--- src/rtl/regfile_pkg.sv ---
// Shared types and constants for the register file write arbiter.
// Holds the fairness FSM encoding and the queued write-request layout.
package regfile_pkg;

    localparam int REG_W  = 5;
    localparam int DATA_W = 32;

    typedef enum logic [1:0] {
        IDLE  = 2'd0,
        WAIT  = 2'd1,
        FORCE = 2'd2
    } arb_state_e;

    typedef struct packed {
        logic [REG_W-1:0]  wn;
        logic [DATA_W-1:0] d;
    } wreq_t;

endpackage

--- src/rtl/wq_fifo.sv ---
// Small compacting queue of pending multi-cycle register writes.
// Entries matching a killed address are squeezed out; order is kept.
module wq_fifo
    import regfile_pkg::*;
#(
    parameter int DEPTH = 2
) (
    input  logic              clk,
    input  logic              clr,
    input  logic              push_i,
    input  logic [REG_W-1:0]  push_wn_i,
    input  logic [DATA_W-1:0] push_d_i,
    input  logic              pop_i,
    input  logic              kill_i,
    input  logic [REG_W-1:0]  kill_wn_i,
    input  logic [REG_W-1:0]  look_a_i,
    input  logic [REG_W-1:0]  look_b_i,
    output logic [REG_W-1:0]  head_wn_o,
    output logic [DATA_W-1:0] head_d_o,
    output logic              empty_o,
    output logic              full_o,
    output logic              nonempty_next_o,
    output logic [DEPTH-1:0]  match_a_o,
    output logic [DEPTH-1:0]  match_b_o
);

    localparam int CW = $clog2(DEPTH) + 1;

    wreq_t            ent_q [DEPTH];
    wreq_t            ent_d [DEPTH];
    logic [DEPTH-1:0] v_q;
    logic [DEPTH-1:0] v_d;
    logic [CW-1:0]    n;
    logic             keep;
    logic             push_ok;

    // Survivors are packed toward slot 0, so the head is always slot 0.
    always_comb begin
        ent_d   = ent_q;
        v_d     = '0;
        n       = '0;
        keep    = 1'b0;
        push_ok = push_i && !(kill_i && push_wn_i == kill_wn_i);
        for (int i = 0; i < DEPTH; i++) begin
            keep = v_q[i]
                && !(pop_i && i == 0)
                && !(kill_i && ent_q[i].wn == kill_wn_i);
            if (keep) begin
                ent_d[n[CW-2:0]] = ent_q[i];
                v_d[n[CW-2:0]]   = 1'b1;
                n = n + CW'(1);
            end
        end
        if (push_ok && !n[CW-1]) begin
            ent_d[n[CW-2:0]].wn = push_wn_i;
            ent_d[n[CW-2:0]].d  = push_d_i;
            v_d[n[CW-2:0]]      = 1'b1;
        end
    end

    always_ff @(posedge clk) begin
        if (clr) begin
            v_q <= '0;
            for (int i = 0; i < DEPTH; i++) begin
                ent_q[i] <= '0;
            end
        end else begin
            v_q   <= v_d;
            ent_q <= ent_d;
        end
    end

    always_comb begin
        match_a_o = '0;
        match_b_o = '0;
        for (int i = 0; i < DEPTH; i++) begin
            match_a_o[i] = v_q[i] && ent_q[i].wn == look_a_i;
            match_b_o[i] = v_q[i] && ent_q[i].wn == look_b_i;
        end
    end

    assign head_wn_o       = ent_q[0].wn;
    assign head_d_o        = ent_q[0].d;
    assign empty_o         = !v_q[0];
    assign full_o          = v_q[DEPTH-1];
    assign nonempty_next_o = v_d[0];

endmodule

--- src/rtl/regfile_wr_arbiter.sv ---
// Arbitrates the register file write port between writeback and mul/div.
// A starvation counter forces a one-cycle stall to drain queued results.
module regfile_wr_arbiter
    import regfile_pkg::*;
#(
    parameter int DEPTH      = 2,
    parameter int STARVE_MAX = 4
) (
    input  logic                clk,
    input  logic                clr,
    input  logic                wb_we,
    input  logic [REG_W-1:0]    wb_wn,
    input  logic [DATA_W-1:0]   wb_d,
    input  logic                md_valid,
    input  logic [REG_W-1:0]    md_wn,
    input  logic [DATA_W-1:0]   md_d,
    output logic                md_ready,
    output logic                we,
    output logic [REG_W-1:0]    wn,
    output logic [DATA_W-1:0]   d,
    output logic                stall,
    input  logic [REG_W-1:0]    rna,
    input  logic [REG_W-1:0]    rnb,
    output logic                pend_a,
    output logic                pend_b
);

    localparam logic [3:0] CMAX = 4'(STARVE_MAX);

    arb_state_e        state_q;
    arb_state_e        state_d;
    logic [3:0]        cnt_q;
    logic [3:0]        cnt_d;
    logic [REG_W-1:0]  head_wn;
    logic [DATA_W-1:0] head_d;
    logic              empty;
    logic              full;
    logic              ne_next;
    logic              push;
    logic              pop;
    logic              wb_grant;
    logic [DEPTH-1:0]  match_a;
    logic [DEPTH-1:0]  match_b;

    assign md_ready = !full && !clr;
    assign push     = md_valid && md_ready && (md_wn != '0);
    assign stall    = (state_q == FORCE) && !clr;

    wq_fifo #(
        .DEPTH(DEPTH)
    ) u_fifo (
        .clk            (clk),
        .clr            (clr),
        .push_i         (push),
        .push_wn_i      (md_wn),
        .push_d_i       (md_d),
        .pop_i          (pop),
        .kill_i         (wb_grant),
        .kill_wn_i      (wb_wn),
        .look_a_i       (rna),
        .look_b_i       (rnb),
        .head_wn_o      (head_wn),
        .head_d_o       (head_d),
        .empty_o        (empty),
        .full_o         (full),
        .nonempty_next_o(ne_next),
        .match_a_o      (match_a),
        .match_b_o      (match_b)
    );

    always_comb begin
        pop      = 1'b0;
        wb_grant = 1'b0;
        we       = 1'b0;
        wn       = '0;
        d        = '0;
        if (!clr) begin
            if (stall && !empty) begin
                pop = 1'b1;
            end else if (wb_we && wb_wn != '0) begin
                wb_grant = 1'b1;
            end else if (!empty) begin
                pop = 1'b1;
            end
        end
        if (pop) begin
            we = 1'b1;
            wn = head_wn;
            d  = head_d;
        end else if (wb_grant) begin
            we = 1'b1;
            wn = wb_wn;
            d  = wb_d;
        end
    end

    // Reaching the limit wins even if kills just emptied the queue.
    always_comb begin
        state_d = state_q;
        cnt_d   = cnt_q;
        unique case (state_q)
            FORCE: begin
                cnt_d   = '0;
                state_d = ne_next ? WAIT : IDLE;
            end
            default: begin
                if (pop) begin
                    cnt_d = '0;
                end else if (!empty) begin
                    cnt_d = cnt_q + 4'd1;
                end
                if (cnt_d == CMAX) begin
                    state_d = FORCE;
                end else if (ne_next) begin
                    state_d = WAIT;
                end else begin
                    state_d = IDLE;
                    cnt_d   = '0;
                end
            end
        endcase
    end

    always_ff @(posedge clk) begin
        if (clr) begin
            state_q <= IDLE;
            cnt_q   <= '0;
        end else begin
            state_q <= state_d;
            cnt_q   <= cnt_d;
        end
    end

    assign pend_a = !clr && (rna != '0)
        && ((|match_a) || (md_valid && md_wn == rna));
    assign pend_b = !clr && (rnb != '0)
        && ((|match_b) || (md_valid && md_wn == rnb));

endmodule

--- config.mk ---
export PLATFORM = sky130hd
export DESIGN_NAME = regfile_wr_arbiter
export DESIGN_NICKNAME = d
export VERILOG_FILES = /design/src/rtl/regfile_pkg.sv /design/src/rtl/wq_fifo.sv /design/src/rtl/regfile_wr_arbiter.sv
export SDC_FILE = /design/constraint.sdc
export NUM_CORES = 1
export LEC_CHECK = 0
export CORE_ASPECT_RATIO = 1.4
export CORE_MARGIN = 3
export CORE_UTILIZATION = 48
export CTS_CLUSTER_DIAMETER = 200
export DETAILED_ROUTE_END_ITERATION = 10
export PLACE_DENSITY = 0.81
export SYNTH_ARGS = -nofsm -noshare
export SYNTH_HDL_FRONTEND = slang
export SYNTH_SLANG_ARGS = --single-unit
--- constraint.sdc ---
create_clock -name clk -period 2.95 [get_ports clk]
set_clock_uncertainty 0.1 [all_clocks]
set_input_delay 0.295 -clock clk [delete_from_list [all_inputs] [get_ports clk]]
set_output_delay 0.295 -clock clk [all_outputs]
set_load 0.02 [all_outputs]
==> key figures, run 1 <==
Floorplan
  – Rows: 40
  – Die span in y: ~120 um
  – Die width: roughly 86 um
  – Die area: between 10000 and 15000 sq um
  – Core footprint: around 8700 sq um
  – IO Count: 130
  – Initial Util: 0.498

Global route
  – Pin count of the biggest net entering global routing: 38
  – Number of global-route vias before repair: about 4400
  – Initial antenna violation count: 0
  – Total congestion overflow: 0
  – First-pass GRT wire length: 21.1 mm
  – Total GRT Usage: 0.258

Worst setup path
  – Crit path cell chain: clkdlybuf4s50_1, or4_4, o211a_4, nor3b_4, buf_4, buf_6, a22o_1, clkdlybuf4s15_1
  – CP arrival: ~2500 ps
  – Crit-path leading delay family: buffers and inverters
  – Setup Crit Path Kind: in -> out
  – Worst path bufs/invs: 4
  – WP data required: between 2000 and 3000 ps
  – Reg-to-reg slack, setup: between 400 and 500 ps
  – CP max FO: 12
  – Slowest stage cell on the critical path: or4_4
  – Crit Reg-Reg Endpoint: u_fifo.ent_q[16]$_SDFFE_PP0P_
  – Biggest cell delay along the critical path: approximately 560 ps
  – CP Launch Type: primary input
  – RR Startpoint: state_q[1]$_SDFF_PP0_
  – R2R cell count: 9
  – Critical Path Source: wb_wn[4]
  – Crit end category: primary output
  – CP Depth: 8

CTS
  – Clk sinks: 82
  – H-tree depth: 3
  – Total CTS buffers: 9
  – Worst skew pair latency: between 300 and 400 ps
  – Clk root buf: clkbuf_16
  – Worst-path clk slew: around 60 ps
  – TritonCTS clock tree: built
  – CTS Buffer Depth: 2

Pwr
  – P_leak: just over 3 nW
  – Sw Ratio: 0.250
  – Int Pwr: 0.00223 W
  – Combinational power share: 0.192
  – VDD IR max: ~0.00034 V
  – Seq pwr share: 0.406
  – P_sw: between 0.0007 and 0.0008 W
  – Pwr per Cell Area: between 400 and 500 nW/um^2
  – Clock share of power: 0.402

Yosys
  – Top cell type's share of synthesized area: 0.379
  – Avg Cell Area, Syn: just over 9 sq um
  – Flops & latches, synth: 82
  – Main synth FF type: dfxtp_1
  – Number of synthesized flops with an enable pin: 0
  – Mapped Nets: 565
  – Leading area contributor after synthesis: dfxtp_1
  – Most frequent cell after synthesis: dfxtp_1
  – Seq/Total Area, Yosys: 0.379
  – Most instantiated cells after synthesis: 82 x dfxtp_1, 75 x mux2i_1, 47 x nor2_1
  – Synth Instances: roughly 470
  – Ys Warns: 0
  – Fraction of registers with async set or reset after synthesis: 0
  – Synth top area cells: dfxtp_1 38%, mux2i_1 17%, a22o_1 7.5%, xor2_1 5.7%, nor2_1 4.1%
  – Post-synthesis cell area: approximately 4300 sq um
  – Cell variety after synth: 38

Place
  – PortBufs: between 100 and 150
  – Placed insts: 699
  – Hpwl dp: 9.41 mm
  – GP Congestion: 0.922

Final layout
  – Antenna fix cells: 0
  – Syn-to-layout area delta: 46.1%
  – Final Non-Filler Cells: 721
  – Final net count: 703
  – Final core area utilization: 0.727
  – Share of post-route cells with drive strength above 1: 0.149

Route
  – Met1 wire length: approximately 4.8 mm
  – Post-route ant nets: 0
  – Routed WL: about 13 mm
  – Initial DRC count: 170
  – WL met3: ~750 um
  – Vias: between 4000 and 5000
  – Routed len/inst: between 15 and 20 um
  – Via/cell ratio: 5.69
  – DR top layer: met4
  – Pre-antenna DRT Iters: 6
  – Met2 wire len: roughly 7.3 mm
  – DRC: 0

Run status
  – Status: finished, final reports clean

STA
  – Peak Freq: roughly 0.34 GHz
  – Crit path time final: about 2900 ps
  – Slew Viols, Final: 0
  – RSZ-0062 raised after global routing: yes
  – # setup viols final: 0
  – Slew headroom: 0.660
  – Hold Fails Final Rpt: 0
  – Worst Tran Pin Value: around 510 ps
  – Part of the cycle the worst path needs: 0.989

Hold path
  – Hold crit path type: in -> reg
  – Hold path depth: 2
  – Hold Crit Start: clr
  – Hold worst-path end: u_fifo.ent_q[2]$_SDFFE_PP0P_

Run
  – Maxcap violations: 0
## metrics by stage
step / worst slack, ps / hold WS [ps] / cell area (sq um) / setup TNS (ps) / power (W)
2_1_floorplan: 197 / 304 / 4330 / 0 / 0.00149
3_3_place_gp: -323 / 374 / 5950 / -30510 / 0.00178
3_5_place_dp: -392 / 384 / 5950 / -35740 / 0.00179
4_1_cts: 4.51 / 228 / 6250 / 0 / 0.00297
5_1_grt: -38.5 / 239 / 6330 / -297 / 0.00309
6_report: 32.8 / 229 / 6330 / 0 / 0.00297
## worst max path at each step
stage,to
6_report,d[25]
3_3_place_gp,u_fifo.ent_q[15]$_SDFFE_PP0P_
4_1_cts,d[17]
5_1_grt,d[25]
3_5_place_dp,u_fifo.ent_q[1]$_SDFFE_PP0P_
2_1_floorplan,u_fifo.head_d_o[10]$_SDFF_PP0_
## registers in the layout (all words and copies together) (netlist names)
register          flops
state_q               2
u_fifo.head_wn_o      5
u_fifo.v_q            2
u_fifo.head_d_o      32
u_fifo.ent_q         37
cnt_q                 4
## power groups by stage
stage / combinational (W) / sequential [W] / clock, W
after floorplan: 0.000285 / 0.00121 / 0
after global placement: 0.000553 / 0.00123 / 0
after detailed placement: 0.000565 / 0.00123 / 0
after CTS: 0.000556 / 0.00121 / 0.00121
after global routing: 0.000615 / 0.00121 / 0.00126
final: 0.000571 / 0.00121 / 0.00119
## metal layers
metal	GRT usage	vias to the layer above
li1	-	1935
met3	0.0418	48
met4	0.128	0
met5	0	-
met2	0.475	162
met1	0.276	1961
## cells in the final DEF (no fill, tap or decap), types with 5 or more instances in the layout
cell,n
clkdlybuf4s50_1,88
dfxtp_1,82
mux2i_1,74
nor2_1,47
nand2_1,40
a22o_1,37
o21ai_1,33
buf_4,32
xor2_1,28
xnor2_1,20
dlygate4sd2_1,15
clkbuf_2,14
clkbuf_16,11
clkdlybuf4s15_1,9
buf_12,9
nand3_1,8
o21ai_0,8
nor4_1,6
inv_1,5
nor3_1,5
## layout make-up
cell class                      count  area (sq um)
Timing Repair Buffer              174          1700
Sequential cell                    82          1640
Fill cell                         649          2380
Multi-Input combinational cell    338          2510
Clock inverter                      5          86.3
Clock buffer                       10           239
Tap cell                          105           131
Inverter                            7          26.3
## logic make-up after synthesis
logic type / count (synthesis) / synth area share
and+or+nand+nor: 118 / 0.120
AOI/OAI and AO/OA: 94 / 0.160
DFF: 82 / 0.379
muxes: 75 / 0.173
buffers and inverters: 54 / 0.0627
xor gates and xnor gates: 48 / 0.0970
adders and majority gates: 3 / 0.00866
## timing repair
item                                    CTS  global route
endpoints found under the setup margin   81            90
pin swaps                                 2             3
setup buffers                             0             5
hold endpoints to repair                  0             0
resized for setup                        45            44
cloned                                    0             2
hold buffers                              0             0
Note: power is estimated with default switching activity, not from simulation.
==> run 2: changes to the inputs <==
--- a/config.mk
+++ b/config.mk
@@ -5,12 +5,13 @@
 export SDC_FILE = /design/constraint.sdc
 export NUM_CORES = 1
 export LEC_CHECK = 0
-export CORE_ASPECT_RATIO = 1.4
+export CORE_ASPECT_RATIO = 0.5
 export CORE_MARGIN = 3
-export CORE_UTILIZATION = 48
+export CORE_UTILIZATION = 49
+export CTS_BUF_LIST = sky130_fd_sc_hd__clkbuf_4 sky130_fd_sc_hd__clkbuf_8
 export CTS_CLUSTER_DIAMETER = 200
 export DETAILED_ROUTE_END_ITERATION = 10
-export PLACE_DENSITY = 0.81
+export PLACE_DENSITY = 0.83
 export SYNTH_ARGS = -nofsm -noshare
 export SYNTH_HDL_FRONTEND = slang
 export SYNTH_SLANG_ARGS = --single-unit
==> key figures, run 2 (same netlist as run 1, synthesis figures left out) <==
STA
  – Peak Freq: 0.348 GHz (+1.5%)
  – Part of the cycle the worst path needs: 0.974 (-0.0150)
  – RSZ-0062 raised after global routing: no
  – Slew headroom: 0.646 (-0.0143)
  – Hold Fails Final Rpt: 0 (unchanged)
  – # setup viols final: 0 (unchanged)
  – Worst Tran Pin Value: 531 ps (+25.4 ps)
  – Final worst setup slack: 77.0 ps (+44.2 ps)
  – Crit path time final: 2870 ps (-44.2 ps)
  – Slew Viols, Final: 0 (unchanged)

Run
  – Maxcap violations: 0 (unchanged)

Final layout
  – Share of post-route cells with drive strength above 1: 0.192 (+0.0429)
  – Syn-to-layout area delta: 46.0% (about the same)
  – FILL cells: 582 (-10%)
  – Most flop-heavy register: u_fifo.ent_q
  – Commonest non-fill, non-tap cells in the layout: 87 x clkdlybuf4s50_1, 82 x dfxtp_1, 74 x mux2i_1
  – Most common cell after layout, fill and taps aside: clkdlybuf4s50_1
  – Fin area: 6330 sq um (about the same)
  – Final net count: 705 (+0.28%)
  – Max reg flops: 37 (unchanged)
  – Antenna fix cells: 0 (unchanged)

Floorplan
  – Die span in y: 72.5 um (-39%)
  – Rows: 23 (-43%)
  – Die area: 10100 sq um (-1.4%)
  – Core footprint: 8290 sq um (-4.8%)
  – Initial Util: 0.523 (+0.0252)
  – IO Count: 130 (unchanged)
  – Die width: 139 um (+61%)

Route
  – Routed len/inst: 17.3 um (-7.0%)
  – Pre-antenna DRT Iters: 5 (-1)
  – Post-route ant nets: 0 (unchanged)
  – Initial DRC count: 289 (+70%)
  – DRC: 0 (unchanged)
  – Via/cell ratio: 5.46 (-4.2%)
  – Vias: 3989 (-2.8%)
  – Routed WL: 12.7 mm (-5.7%)

Place
  – Dpl ws: -407 ps (-14.6 ps)
  – GP Congestion: 0.899 (-2.5%)
  – Hpwl dp: 8.38 mm (-11%)
  – Placed Area: 5940 sq um (-0.11%)
  – PortBufs: 129 (unchanged)

Worst setup path
  – WP data required: 3060 ps (+500 ps)
  – CP Launch Type: primary input
  – CP max FO: 8 (-4)
  – CP arrival: 2990 ps (+470 ps)
  – Setup Crit Path Kind: in -> reg
  – Crit end category: register

Global route
  – Pin count of the biggest net entering global routing: 46 (+21%)
  – Met2 usage: 0.412 (-0.0632)
  – First-pass GRT wire length: 19.6 mm (-6.9%)
  – Total congestion overflow: 0 (unchanged)
  – Number of global-route vias before repair: 3860 (-12%)
  – Grt met3 use: 0.0513 (+0.00951)
  – Met1 usage: 0.308 (+0.0324)
  – Initial antenna violation count: 0 (unchanged)
  – Most Crowded Layer GR: met2
  – Total GRT Usage: 0.242 (-0.0161)

Run status
  – Status: finished, final reports clean

CTS
  – Worst skew pair latency: 360 ps (+30 ps)
  – Clk root buf: clkbuf_8
  – CTS Buffer Depth: 2 (unchanged)
  – Clk sinks: 82 (unchanged)
  – Worst-path clk slew: 80 ps (+20 ps)
  – TritonCTS clock tree: built
  – Hold_buf cts: 0 (unchanged)
  – H-tree depth: 3 (unchanged)
  – Total CTS buffers: 9 (unchanged)

Pwr
  – P_leak: 2.92 nW (-4.1%)
  – Int Pwr: 0.00182 W (-18%)
  – Seq pwr share: 0.473 (+0.067)
  – Overall power: 0.00255 W (-14%)
  – Pwr per Cell Area: 402 nW/um^2 (-14%)
  – VDD IR max: 0.000307 V (-8.4%)
  – Combinational power share: 0.222 (+0.030)
  – Sw Ratio: 0.284 (+0.0341)
  – P_sw: 0.000722 W (-2.7%)
  – Clock share of power: 0.305 (-0.097)

Hold path
  – Hold crit path type: reg -> reg
-- run 2: cell count changes in the layout (fill, tap and decap cells not counted), sizes merged --
cell and delta:
dlygate4sd2 -14, buf +4, inv +1, clkdlybuf4s50 -1, clkbuf -13, dlymetal6s2s +1, clkinv +1, bufinv -2
clkdlybuf4s15 +26
-- run 2: worst paths after layout --
| check | slack, ps | cells past startpoint | start | end |
|---|---|---|---|---|
| max | 80 | 12 | wb_wn[1] | u_fifo.ent_q[22]$_SDFFE_PP0P_ |
| min | 400 | 2 | u_fifo.ent_q[8]$_SDFFE_PP0P_ | u_fifo.ent_q[8]$_SDFFE_PP0P_ |
| max reg2reg | 260 | 10 | state_q[1]$_SDFF_PP0_ | u_fifo.ent_q[22]$_SDFFE_PP0P_ |
| min reg2reg | 400 | 2 | u_fifo.ent_q[8]$_SDFFE_PP0P_ | u_fifo.ent_q[8]$_SDFFE_PP0P_ |
-- run 2: timing repair --
| item | CTS | global route |
|---|---|---|
| endpoints found under the setup margin | 74 | 103 |
| pin swaps | 2 | 5 |
| gates resized for setup | 117 | 14 |
| hold endpoints to repair | 0 | 0 |
| gates cloned | 1 | 2 |
| buffers inserted | 2 | 1 |
-- run 2: through the flow --
step / cells / TNS [ps] / hold slack [ps] / utilization
detailed placement: 709 / -37490 / 386 / 0.717
floorplan: 474 / 0 / 304 / -
finish: 731 / 0 / 404 / 0.763
global placement: 709 / -33270 / 375 / 0.717
CTS: 728 / 0 / 396 / 0.753
global route: 731 / 0 / 422 / 0.763
-- run 2: power by group through the flow --
| stage | registers (W) | logic, W | clock network, W |
|---|---|---|---|
| finish | 0.00120 | 0.000565 | 0.000776 |
| global route | 0.00121 | 0.000607 | 0.000824 |
| CTS | 0.00120 | 0.000554 | 0.000781 |
| detailed placement | 0.00123 | 0.000550 | 0 |
| global placement | 0.00123 | 0.000537 | 0 |
| floorplan | 0.00121 | 0.000285 | 0 |
-- run 2: critical path, cell delays in order --
cell	delay (ps)
clkdlybuf4s50_1	430
or4_4	440
o211a_4	300
o221ai_4	220
inv_2	50
ha_2	180
inv_2	60
o2111ai_4	130
a211o_4	410
buf_16	170
mux2i_2	210
nor2_1	90
-- run 2: final cells by class --
cell class / count / area (sq um) / share of cell area
clock buffer: 11 / 151 / 0.0239
clock inverter: 5 / 36.3 / 0.00573
inverter: 7 / 26.3 / 0.00415
multi-input combinational: 338 / 2510 / 0.396
sequential: 82 / 1640 / 0.259
tap: 112 / 140 / 0.0221
timing repair buffer: 176 / 1820 / 0.288
-- run 2: routing by layer --
metal,share of wire,up-vias
met3,0.060,14
li1,-,1930
met2,0.49,128
met5,0,-
met1,0.44,1917
met4,0.013,0
